--- config.mk ---
export PLATFORM = sky130hd
export DESIGN_NAME = activation_scheduler
export DESIGN_NICKNAME = d
export VERILOG_FILES = /design/src/rtl/act_sched_pkg.sv /design/src/rtl/activation_scheduler_id_fifo.sv /design/src/rtl/activation_scheduler.sv
export SDC_FILE = /design/constraint.sdc
export NUM_CORES = 1
export LEC_CHECK = 0
export ABC_AREA = 1
export BUFFER_PORTS_ARGS = -buffer_cell sky130_fd_sc_hd__buf_2
export CAP_MARGIN = 20
export CORE_AREA = 4 4 137 139
export DETAILED_ROUTE_END_ITERATION = 8
export DIE_AREA = 0 0 141 143
export GPL_ROUTABILITY_DRIVEN = 0
export PLACE_DENSITY = 0.49
export SYNTH_ARGS = -nofsm -noshare
export SYNTH_HDL_FRONTEND = slang
export SYNTH_HIERARCHICAL = 1
export SYNTH_SLANG_ARGS = --single-unit
--- constraint.sdc ---
create_clock -name clk -period 2.9 [get_ports clk]
set_input_delay 0.145 -clock clk [delete_from_list [all_inputs] [get_ports clk]]
set_output_delay 0.145 -clock clk [all_outputs]
set_load 0.01 [all_outputs]
--- src/rtl/act_sched_pkg.sv ---
// Shared types and helpers for the activation scheduler.
// Holds the FSM state enum, ID width helper and round-robin pick.
package act_sched_pkg;

    typedef enum logic {
        IDLE = 1'b0,
        BUSY = 1'b1
    } state_t;

    // Upper bound on requesters handled by rr_pick.
    localparam int MAX_REQ = 32;

    function automatic int id_w(input int n);
        return (n > 1) ? $clog2(n) : 1;
    endfunction

    // First valid requester at or after ptr, wrapping modulo n.
    // Returns 0 when nothing is valid; callers qualify with |valid.
    function automatic int rr_pick(
        input logic [MAX_REQ-1:0] valid,
        input int                 ptr,
        input int                 n
    );
        int   win;
        int   idx;
        logic found;
        win   = 0;
        idx   = 0;
        found = 1'b0;
        for (int i = 0; i < MAX_REQ; i++) begin
            if (i < n) begin
                idx = (ptr + i) % n;
                if (!found && valid[idx[4:0]]) begin
                    found = 1'b1;
                    win   = idx;
                end
            end
        end
        return win;
    endfunction

endpackage

--- src/rtl/activation_scheduler_id_fifo.sv ---
// In-order FIFO of granted requester IDs (sched_id_fifo).
// Ports: clk, reset (sync, low), push/din, pop/dout, full, empty.
module sched_id_fifo
    import act_sched_pkg::*;
#(
    parameter int DEPTH = 4,
    parameter int WIDTH = 2
) (
    input  logic             clk,
    input  logic             reset,
    input  logic             push,
    input  logic             pop,
    input  logic [WIDTH-1:0] din,
    output logic [WIDTH-1:0] dout,
    output logic             full,
    output logic             empty
);

    localparam int           AW  = $clog2(DEPTH);
    localparam logic [AW:0]  ONE = (AW+1)'(1);

    logic [AW:0]      r_wr;
    logic [AW:0]      r_rd;
    logic [WIDTH-1:0] r_mem [DEPTH];
    logic             w_we;
    logic             w_re;

    // Extra pointer MSB separates full (MSBs differ) from empty.
    assign empty = (r_wr == r_rd);
    assign full  = (r_wr[AW] != r_rd[AW]) &&
                   (r_wr[AW-1:0] == r_rd[AW-1:0]);
    assign w_we  = push && !full;
    assign w_re  = pop && !empty;
    assign dout  = r_mem[r_rd[AW-1:0]];

    always_ff @(posedge clk) begin
        if (!reset) begin
            r_wr <= '0;
            r_rd <= '0;
        end else begin
            if (w_we) r_wr <= r_wr + ONE;
            if (w_re) r_rd <= r_rd + ONE;
        end
    end

    always_ff @(posedge clk) begin
        if (w_we) r_mem[r_wr[AW-1:0]] <= din;
    end

endmodule

--- src/rtl/activation_scheduler.sv ---
// Shares one activation unit between NUM_REQ AXI-stream requesters.
// Ports: s_axis_* requester inputs, act_s/act_m_* activation unit,
//        m_axis_* per-requester returns, grant_id, busy, err_orphan.
module activation_scheduler
    import act_sched_pkg::*;
#(
    parameter int DATA_WIDTH = 32,
    parameter int NUM_REQ    = 4,
    parameter int ID_DEPTH   = 4
) (
    input  logic                          clk,
    input  logic                          reset,
    input  logic [NUM_REQ-1:0]            s_axis_tvalid,
    output logic [NUM_REQ-1:0]            s_axis_tready,
    input  logic [NUM_REQ*DATA_WIDTH-1:0] s_axis_tdata,
    input  logic [NUM_REQ-1:0]            s_axis_tlast,
    output logic                          act_s_axis_tvalid,
    input  logic                          act_s_axis_tready,
    output logic [DATA_WIDTH-1:0]         act_s_axis_tdata,
    output logic                          act_s_axis_tlast,
    input  logic                          act_m_axis_tvalid,
    output logic                          act_m_axis_tready,
    input  logic [DATA_WIDTH-1:0]         act_m_axis_tdata,
    input  logic                          act_m_axis_tlast,
    output logic [NUM_REQ-1:0]            m_axis_tvalid,
    input  logic [NUM_REQ-1:0]            m_axis_tready,
    output logic [NUM_REQ*DATA_WIDTH-1:0] m_axis_tdata,
    output logic [NUM_REQ-1:0]            m_axis_tlast,
    output logic [$clog2(NUM_REQ)-1:0]    grant_id,
    output logic                          busy,
    output logic                          err_orphan
);

    localparam int             IDW     = id_w(NUM_REQ);
    localparam logic [IDW-1:0] LAST_ID = IDW'(NUM_REQ - 1);
    localparam logic [IDW-1:0] ID_ONE  = IDW'(1);

    state_t         r_state;
    state_t         w_next;
    logic [IDW-1:0] r_rr_ptr;
    logic [IDW-1:0] r_grant_id;
    logic           r_err_orphan;
    logic [IDW-1:0] w_winner;
    logic [IDW-1:0] w_head;
    logic           w_any_valid;
    logic           w_push;
    logic           w_pop;
    logic           w_done;
    logic           w_full;
    logic           w_empty;

    assign w_any_valid = |s_axis_tvalid;
    assign w_winner    = IDW'(rr_pick(MAX_REQ'(s_axis_tvalid),
                                      int'(r_rr_ptr), NUM_REQ));

    sched_id_fifo #(
        .DEPTH (ID_DEPTH),
        .WIDTH (IDW)
    ) u_id_fifo (
        .clk   (clk),
        .reset (reset),
        .push  (w_push),
        .pop   (w_pop),
        .din   (w_winner),
        .dout  (w_head),
        .full  (w_full),
        .empty (w_empty)
    );

    // Arbitration and forward mux.
    always_comb begin
        w_next            = r_state;
        w_push            = 1'b0;
        w_done            = 1'b0;
        s_axis_tready     = '0;
        act_s_axis_tvalid = 1'b0;
        act_s_axis_tdata  = '0;
        act_s_axis_tlast  = 1'b0;
        unique case (r_state)
            IDLE: begin
                // Grant only if the result's ID has a FIFO slot.
                if (w_any_valid && !w_full) begin
                    w_push = 1'b1;
                    w_next = BUSY;
                end
            end
            BUSY: begin
                act_s_axis_tvalid = s_axis_tvalid[r_grant_id];
                act_s_axis_tdata  =
                    s_axis_tdata[r_grant_id*DATA_WIDTH +: DATA_WIDTH];
                act_s_axis_tlast  = s_axis_tlast[r_grant_id];
                s_axis_tready[r_grant_id] = act_s_axis_tready;
                if (act_s_axis_tvalid && act_s_axis_tready &&
                    act_s_axis_tlast) begin
                    w_done = 1'b1;
                    w_next = IDLE;
                end
            end
            default: w_next = IDLE;
        endcase
    end

    // Return demux steered by the oldest outstanding ID.
    always_comb begin
        m_axis_tvalid     = '0;
        act_m_axis_tready = 1'b0;
        w_pop             = 1'b0;
        if (!w_empty) begin
            m_axis_tvalid[w_head] = act_m_axis_tvalid;
            act_m_axis_tready     = m_axis_tready[w_head];
            w_pop = act_m_axis_tvalid && m_axis_tready[w_head] &&
                    act_m_axis_tlast;
        end
    end

    assign m_axis_tdata = {NUM_REQ{act_m_axis_tdata}};
    assign m_axis_tlast = {NUM_REQ{act_m_axis_tlast}};
    assign grant_id     = r_grant_id;
    assign busy         = (r_state == BUSY);
    assign err_orphan   = r_err_orphan;

    always_ff @(posedge clk) begin
        if (!reset) begin
            r_state      <= IDLE;
            r_rr_ptr     <= '0;
            r_grant_id   <= '0;
            r_err_orphan <= 1'b0;
        end else begin
            r_state <= w_next;
            if (w_push) r_grant_id <= w_winner;
            if (w_done) begin
                r_rr_ptr <= (r_grant_id == LAST_ID) ? '0
                                                    : r_grant_id + ID_ONE;
            end
            if (w_empty && act_m_axis_tvalid) r_err_orphan <= 1'b1;
        end
    end

endmodule

# [Word level (Yosys, flattened, before mapping)]
# Memory sizes are Yosys's and may differ from the RTL's. A register that Yosys moved wholly into a read port is not among the register bits.
# Cells that the tools add are included.
# W data, S select, Z words.
[totals] word_cells=98 mem_bits_rw=8 out_inout_bits=179 n_memories=1 in_bits=177 regBits=12
[op_classes] add_sub_neg=6 bitwise_logic=6 shifts=1 eq_ne=4 reduce_logical=23 magnitude_cmp=8 n_mux=43
[mem_list] memory="u_id_fifo.r_mem" depth=4 width=2 rd=1 rd_clocked_by_memory_dff=1 wr=1 line="activation_scheduler_id_fifo.sv:24" rtl="logic [WIDTH-1:0] r_mem [DEPTH];"
[op_table] operator="$shiftx A128 B8 Y32" n=1
[op_table] operator="$mux W32" n=1
[op_table] operator="$mux W1" n=23
[op_table] operator="$lt A5 B6 Y1 const B" n=3
[op_table] operator="$logic_and A1 B1 Y1" n=14
[op_table] operator="$mux W2" n=7
[op_table] operator="$bmux W1 S3" n=3
[op_table] operator="$and A4 B4 Y4" n=2
[op_table] operator="$bmux W1 S2" n=4
[op_table] operator="$mux W4" n=2
[op_table] operator="$add A3 B1 Y3 const B" n=2
[op_table] operator="$lt A2 B3 Y1 const B" n=2
[op_table] operator="$lt A2 B6 Y1 const B" n=1
[op_table] operator="$reduce_or A2 Y1" n=3
[op_table] operator="$logic_not A1 Y1" n=5
[op_table] operator="$add A2 B1 Y2 const B" n=2
[op_table] operator="$add A2 B2 Y2 const B" n=2
[op_table] operator="$demux W1 S2" n=2
[op_table] operator="$ge A2 B1 Y1 const B" n=2
[op_table] operator="$reduce_or A4 Y1" n=1
[op_table] operator="$and A1 B1 Y1 const A" n=3
[op_table] operator="$eq A3 B3 Y1" n=1
[op_table] operator="$eq A2 B2 Y1" n=1
[op_table] operator="$eq A2 B2 Y1 const B" n=1
[op_table] operator="other kinds (3)" n=3

# [Logic depth before layout (Yosys ltp)]
# Gate-level depths: netlist of the first run.
[depth] depth_word=13 ltp_mapped=13 depth_no_buf=13

# [By module]
# The synthesis of the first run kept the hierarchy.
[modules_own_cells] mod="activation_scheduler" area_each_um2=2832.7 seq_area_each_um2=120.1 cells_per_inst=526 instances=1
[modules_own_cells] mod="sched_id_fifo" area_each_um2=783.3 seq_area_each_um2=400.4 cells_per_inst=93 instances=1

# [Worst setup path after synthesis of the first run]
# OpenSTA, ideal clock, no wires.
[synth_path] path_type="reg2reg" startpoint="register (tool-made name)" endpoint="register u_id_fifo.r_rd[2]" arrival_time_ps=1727 setup_slack_ps=1058 setup_ps=115 required_ps=2785 path_stages_with_launch=14 n_path_buf=1 path_cell_list="dfxtp_1 -> inv_1 -> nor2_1 -> o22ai_1 -> clkbuf_1 -> nand3_1 -> nand2_1 -> a221oi_1 -> nor3b_1 -> nand2_1 -> inv_1 -> nand3_1 -> nand2_1 -> nor2_1"
[synth_rtl] element="to (signal assigned)" line="activation_scheduler_id_fifo.sv:42" rtl="if (w_re) r_rd <= r_rd + ONE;"
[synth_rtl] element="to (decl)" line="activation_scheduler_id_fifo.sv:23" rtl="logic [AW:0] r_rd;"

==> flow_metrics.tcl, run 1 <==
set metrics [dict create \
    synth-compound-area-share 0.155 \
    max_slew.worst_pin.slew_ps 748 \
    ys_top_cells_by_count "nor2_1 (165), buf_4 (134), nand2_1 (84), o21ai_0 (68), a21oi_1 (37)" \
    htree_num_levels 1 \
    cts_buffer_depth 2 \
    synth-seq-cells 22 \
    synth-main-ff-cell "dfxtp_1" \
    ant_nets 0 \
    grt_use_total 0.106 \
    grt_max_degree 72 \
    cp.arrival_ps 2260 \
    critical_path.top_delay_family "simple AND/OR/NAND/NOR gates" \
    die_x_um 141 \
    critPathCaptureType "register" \
    cts_setup_buffers 0 \
    hpwl_um 9100 \
    synth_edf_count 8 \
    path_depth 12 \
    cpPeakStageDelay_ps 430 \
    synth-async-reset-ratio 0 \
    cp_slowest_cell "o22ai_1" \
    synth_top_area_frac 0.278 \
    syn_nets 805 \
    post-route-min-period_ps 2110 \
    reg2reg_slack_ps 790 \
    drive_gt1_frac 0.338 \
    ios 356 \
    overflow 0 \
    grt_antenna_before_repair 2 \
    cts_resized 0 \
    first_global_vias 3626 \
    rows 49 \
    p_leak_nw 2.10 \
    ys_seq_area_frac 0.144 \
    crit_required_ps 3050 \
    avgRoutedWirePerCell_um 12.9 \
    cts_root_buffer "clkbuf_16" \
    synth_cell_types 29 \
    core_area_sq_mm 0.0177 \
    drc_errors 0 \
    rsz0062_at_grt "false" \
    reg2reg_depth 12 \
    synth_most_common_cell "nor2_1" \
    area_growth_pct 7.68 \
    vias_per_cell 4.08 \
    crit_top_cell "nand2_1" \
    nets 850 \
    finClkSkew_ps 4.20 \
    crit_path_end "u_id_fifo/r_rd[2]" \
    die_area_sq_mm 0.0202 \
    synthesis.instances 619 \
    syn_area_sq_mm 0.00362 \
    synthSimpleGateAreaFrac 0.316 \
    vias 3643 \
    relSlewSlack 0.501 \
    clk_latency_ps 260 \
    fmax_mhz 474 \
    synthMuxAreaShare 0 \
    avgSynthCellArea_sq_um 5.84 \
    numCtsBuffers 3 \
    drtIter0Drc 128 \
    hold_path.class "input pin to register" \
    final_cell_count_no_fill 893 \
    maxCapViolations 0 \
    synth_top_family_by_area "buffers and inverters" \
    synth_adder_area_share 0.0311 \
    synth_area_leaders "buf_4 (28%), nor2_1 (17%), o21ai_0 (9.4%), nand2_1 (8.7%), dfxtp_1 (7.8%)" \
    die_h_um 143 \
    yosys_warnings 6 \
    dr.pass1.iters 4 \
    clkTransAtPathRegs_ps 60 \
    placed_cells 888 \
    path_max_fanout 8 \
    wl_um 11500 \
    setup_viol 0 \
    synth-xor-area-share 0.00242 \
    cp-start-kind "register" \
    grt_pass1_wl_um 17500 \
    hold_viol 0 \
    path_cells "inv_1 > o21ai_0 > o22ai_1 > nand3_1 > nand2_1 > a221oi_1 > nor3b_1 > nand2_1 > inv_1 > nand3_1 > nand2_1 > nor2_1" \
    clock-sinks 22 \
    finalCritPeriodShare 0.728 \
    yosysTopAreaCell "buf_4" \
    start_util 0.205 \
    status "finished clean" \
    p_per_area_mw_per_mm2 750 \
    peakVddDrop_v 0.000304 \
    slew_viol_final 0 \
    r2r_end "u_id_fifo/r_rd[2]" \
    hold_buffers 0 \
    cp_num_buf_inv 2 \
    path_class "register to register" \
    tritoncts "yes" \
    portBuffers 195 \
    fin_tns_setup_ps 0 \
]
==> worst min-delay path by stage <==
stage | start | slack (ps) | cells after the start | to
3_5_place_dp | act_m_axis_tdata[28] | 290 | 0 | m_axis_tdata[124]
3_3_place_gp | act_m_axis_tdata[28] | 290 | 0 | m_axis_tdata[124]
4_1_cts | act_m_axis_tvalid | 140 | 3 | err_orphan
5_1_grt | act_m_axis_tvalid | 150 | 3 | err_orphan
2_1_floorplan | reset | 270 | 2 | u_id_fifo/r_wr[2]
6_report | act_m_axis_tvalid | 140 | 3 | err_orphan
==> per-stage QoR <==
step	total power [mW]	utilization	setup slack, ps	instance area [sq um]	hold slack, ps
floorplan	2.13	-	1060	3620	265
detailed placement	2.58	0.214	805	3790	290
global placement	2.59	0.214	836	3790	290
global route	3.28	0.221	408	3890	154
CTS	2.98	0.220	790	3890	141
finish	2.92	0.221	788	3890	144
==> cells by family after synthesis <==
logic type / count (synthesis)
flip-flops: 22
AO/OA/AOI/OAI: 111
AND/OR/NAND/NOR: 279
adder cells (fa/ha/maj): 9
XOR/XNOR: 1
buffers and inverters: 197
==> worst min-delay path, delay by kind of cell <==
| family | cells | cell delay [ps] |
|---|---|---|
| compound gates | 1 | 60 |
| buf+inv | 1 | 90 |
| simple gates | 1 | 70 |
==> area by class of cell <==
type / instances / area (sq um)
Sequential cell: 22 / 522
Inverter: 38 / 148
Clock buffer: 3 / 75.1
Timing Repair Buffer: 199 / 1010
Clock inverter: 1 / 30.0
Multi-Input combinational cell: 400 / 1820
Fill cell: 2098 / 13800
Antenna cell: 1 / 2.50
Tap cell: 229 / 287
==> routing by layer <==
layer	vias up	part of all wire	routed length, um	GRT usage
met1	1517	0.38	4350	0.115
met2	195	0.48	5530	0.186
li1	1904	-	-	-
met4	0	0.036	409	0.0459
met3	27	0.10	1190	0.0388
met5	-	0	0	0
==> layout by cell type, fill, tap and decap left out, types with 3 or more instances in the layout <==
master       n
a21oi_1     37
ha_1         9
nor2_1     165
buf_2      195
inv_2       10
nand3_1     14
o21ai_1      3
dfxtp_1     13
nand2_1     84
edfxtp_1     8
o21ai_0     68
buf_4        4
clkbuf_16    3
nand4_1      3
nor3_1       3
inv_1       27
==> state kept, by name, indices dropped and copies added, names as in the netlist, named ones only <==
register and flops:
u_id_fifo/r_mem 8, r_rr_ptr 2, u_id_fifo/r_wr 3, err_orphan 1, busy 1, grant_id 2
u_id_fifo/r_rd 3
==> report_power, final <==
| part | switching (mW) | leakage [nW] | internal (mW) | total [mW] |
|---|---|---|---|---|
| registers | 0.0708 | 0.190 | 0.428 | 0.499 |
| logic | 1.33 | 1.86 | 0.710 | 2.04 |
| clock network | 0.110 | 0.0511 | 0.274 | 0.384 |
| total | 1.51 | 2.10 | 1.41 | 2.92 |
Power figures use the tool's default switching activity.
==> inputs of run 2 (changes only) <==
--- a/config.mk
+++ b/config.mk
@@ -5,7 +5,7 @@
 export SDC_FILE = /design/constraint.sdc
 export NUM_CORES = 1
 export LEC_CHECK = 0
-export ABC_AREA = 1
+export ABC_AREA = 0
 export BUFFER_PORTS_ARGS = -buffer_cell sky130_fd_sc_hd__buf_2
 export CAP_MARGIN = 20
 export CORE_AREA = 4 4 137 139
==> constraint.sdc (replaced) <==
create_clock -name clk -period 1.9 [get_ports clk]
set_input_delay 0.095 -clock clk [delete_from_list [all_inputs] [get_ports clk]]
set_output_delay 0.095 -clock clk [all_outputs]
set_load 0.01 [all_outputs]
==> flow_metrics.tcl, run 2 <==
set metrics [dict create \
    synthMuxAreaShare 0.245 \
    synth_area_leaders "buf_4 (29%), mux4_2 (24%), dfxtp_1 (8.2%), edfxtp_1 (7.1%), and2_1 (7.0%)" \
    synth_edf_count 8 \
    yosys_warnings 6 \
    max_slew.worst_pin.slew_ps 513 \
    comb_power_share 0.566 \
    internal_power_mw 1.88 \
    synthesis.instances 349 \
    p_per_area_mw_per_mm2 710 \
    relSlewSlack 0.656 \
    htree_num_levels 1 \
    cpPeakStageDelay_ps 520 \
    syn_area_sq_mm 0.00341 \
    synth-xor-area-share 0.0220 \
    path_cells "mux4_2 > mux4_2 > and3_4 > nand3b_1 > o21ai_2 > or3_1" \
    synth_cell_types 43 \
    switching_share 0.347 \
    path_max_fanout 4 \
    use_met1 0.0995 \
    synth-seq-cells 22 \
    setup_viol 6 \
    crit_top_cell "mux4_2" \
    fmax_mhz 473 \
    synth_top_area_frac 0.291 \
    yosysTopAreaCell "buf_4" \
    crit_required_ps 2040 \
    synth-async-reset-ratio 0 \
    path_class "register to register" \
    antenna-diode-count 0 \
    clock-sinks 22 \
    tritoncts "yes" \
    post-route-min-period_ps 2110 \
    seqPwrFrac 0.229 \
    finalCritPeriodShare 1.11 \
    synth_top_family_by_area "buffers and inverters" \
    vias_per_cell 4.16 \
    largest_reg_flops 8 \
    p_clk_frac 0.205 \
    synth-main-ff-cell "dfxtp_1" \
    synth_most_common_cell "buf_4" \
    nets 620 \
    drtIter0Drc 154 \
    numCtsBuffers 3 \
    ios 356 \
    synthSimpleGateAreaFrac 0.165 \
    start_util 0.193 \
    overflow 0 \
    p_leak_nw 1.85 \
    die_x_um 141 \
    die_h_um 143 \
    final_core_util 0.229 \
    cts_root_buffer "clkbuf_16" \
    drc_errors 0 \
    first_global_vias 2765 \
    slew_viol_final 0 \
    ys_top_cells_by_count "buf_4 (132), and2_1 (38), mux4_2 (37), dfxtp_1 (14), inv_1 (10)" \
    power_mw 2.87 \
    grt_max_degree 42 \
    core_area_sq_mm 0.0177 \
    cts_buffer_depth 2 \
    ant_nets 0 \
    fin_area_sq_mm 0.00404 \
    final_common_cell "buf_2" \
    place_ws_ps -213 \
    use_met2 0.176 \
    cp-start-kind "register" \
    finClkSkew_ps 1.40 \
    avgRoutedWirePerCell_um 16.2 \
    violations "negative setup slack" \
    hpwl_um 9330 \
    area_growth_pct 18.7 \
    vias 2753 \
    cp_slowest_cell "mux4_2" \
    dr.pass1.iters 4 \
    hold_path.class "input pin to register" \
    clk_latency_ps 250 \
    clkTransAtPathRegs_ps 60 \
    syn_nets 535 \
    p_switching_uw 996 \
    dpl_cell_area_sq_mm 0.00385 \
    synth-compound-area-share 0.0547 \
    ys_seq_area_frac 0.153 \
    cp.arrival_ps 2250 \
    grt_antenna_before_repair 1 \
    maxCapViolations 0 \
    mostFrequentLayoutCells "buf_2 (195), mux4_2 (37), and2_1 (37), buf_4 (27), inv_1 (10)" \
    avgSynthCellArea_sq_um 9.76 \
    drive_gt1_frac 0.670 \
    wl_um 10700 \
    fill_cells 1901 \
    grt_pass1_wl_um 15400 \
    reg2reg_slack_ps -210 \
    rsz0062_at_grt "true" \
    met3_usage 0.0261 \
    portBuffers 195 \
    critPathCaptureType "register" \
    fin_ws_ps -213 \
    die_area_sq_mm 0.0202 \
    hold_viol 0 \
    grt.busiest_layer "met2" \
    status "finished, violations left" \
    rows 49 \
    peakVddDrop_v 0.000366 \
    grt_use_total 0.0962 \
    synth_adder_area_share 0.0331 \
]
[run 2: changes by cell type in the layout (fill, tap and decap cells not counted), sizes merged, moves of 12 or more]
| cell | previous run | this run |
|---|---|---|
| buf | 199 | 226 |
| and2 | 1 | 38 |
| mux4 | 0 | 37 |
| a21oi | 37 | 5 |
| nand3 | 16 | 4 |
| inv | 38 | 10 |
| nor2 | 166 | 5 |
| nand2 | 88 | 7 |
| o21ai | 71 | 6 |
[run 2: through the flow]
stage | cells | hold slack (ps) | TNS (ps)
2_1_floorplan | 349 | 213 | -1020
3_3_place_gp | 652 | 190 | -826
3_5_place_dp | 652 | 190 | -901
4_1_cts | 657 | 107 | -1090
5_1_grt | 662 | 145 | -1600
6_report | 662 | 107 | -1050
[run 2: timing repair]
action,4_1_cts,5_1_grt
gates cloned,0,0
setup buffers,1,5
resized for setup,5,7
hold buffers,0,0
pin swaps,2,2
endpoints found under the setup margin,35,36
[run 2: layout make-up]
cell class | instances | area (sq um) | share of cell area
Inverter | 10 | 37.5 | 0.00929
Timing Repair Buffer | 226 | 1250 | 0.309
Clock buffer | 3 | 75.1 | 0.0186
Sequential cell | 22 | 532 | 0.132
Multi-Input combinational cell | 171 | 1830 | 0.453
Clock inverter | 1 | 30.0 | 0.00743
Tap cell | 229 | 287 | 0.0709
[run 2: per-layer routing]
layer / wire (um) / vias up
met1: 3550 / 1281
met2: 5590 / 148
met4: 435 / 2
met5: 13 / -
li1: - / 1273
met3: 1160 / 49
[run 2: power by group through the flow]
stage / sequential, mW / clock (mW) / combinational (mW)
4_1_cts: 0.662 / 0.598 / 1.58
2_1_floorplan: 0.673 / 0 / 1.13
5_1_grt: 0.668 / 0.619 / 1.78
3_5_place_dp: 0.673 / 0 / 1.56
6_report: 0.657 / 0.590 / 1.62
3_3_place_gp: 0.671 / 0 / 1.55
[run 2: kinds of logic (layout without fill, tap and decap cells)]
group,Yosys count,in the layout
buffers and inverters,156,240
AOI/OAI and AO/OA,27,27
DFF,22,22
xor gates and xnor gates,6,6
adders and majority gates,9,9
muxes,37,37
and+or+nand+nor,92,92
[run 2: worst paths after layout]
kind | cells after the start | to | from
max reg2reg | 6 | register | register
max | 6 | register | register
min reg2reg | 2 | err_orphan | err_orphan
min | 3 | err_orphan | act_m_axis_tvalid
[run 2: worst max-delay path, delay by kind of cell (launching register included)]
| family | cells | cell delay (ps) |
|---|---|---|
| muxes | 2 | 970 |
| and+or+nand+nor | 3 | 630 |
| DFF | 1 | 340 |
| AOI/OAI and AO/OA | 1 | 60 |
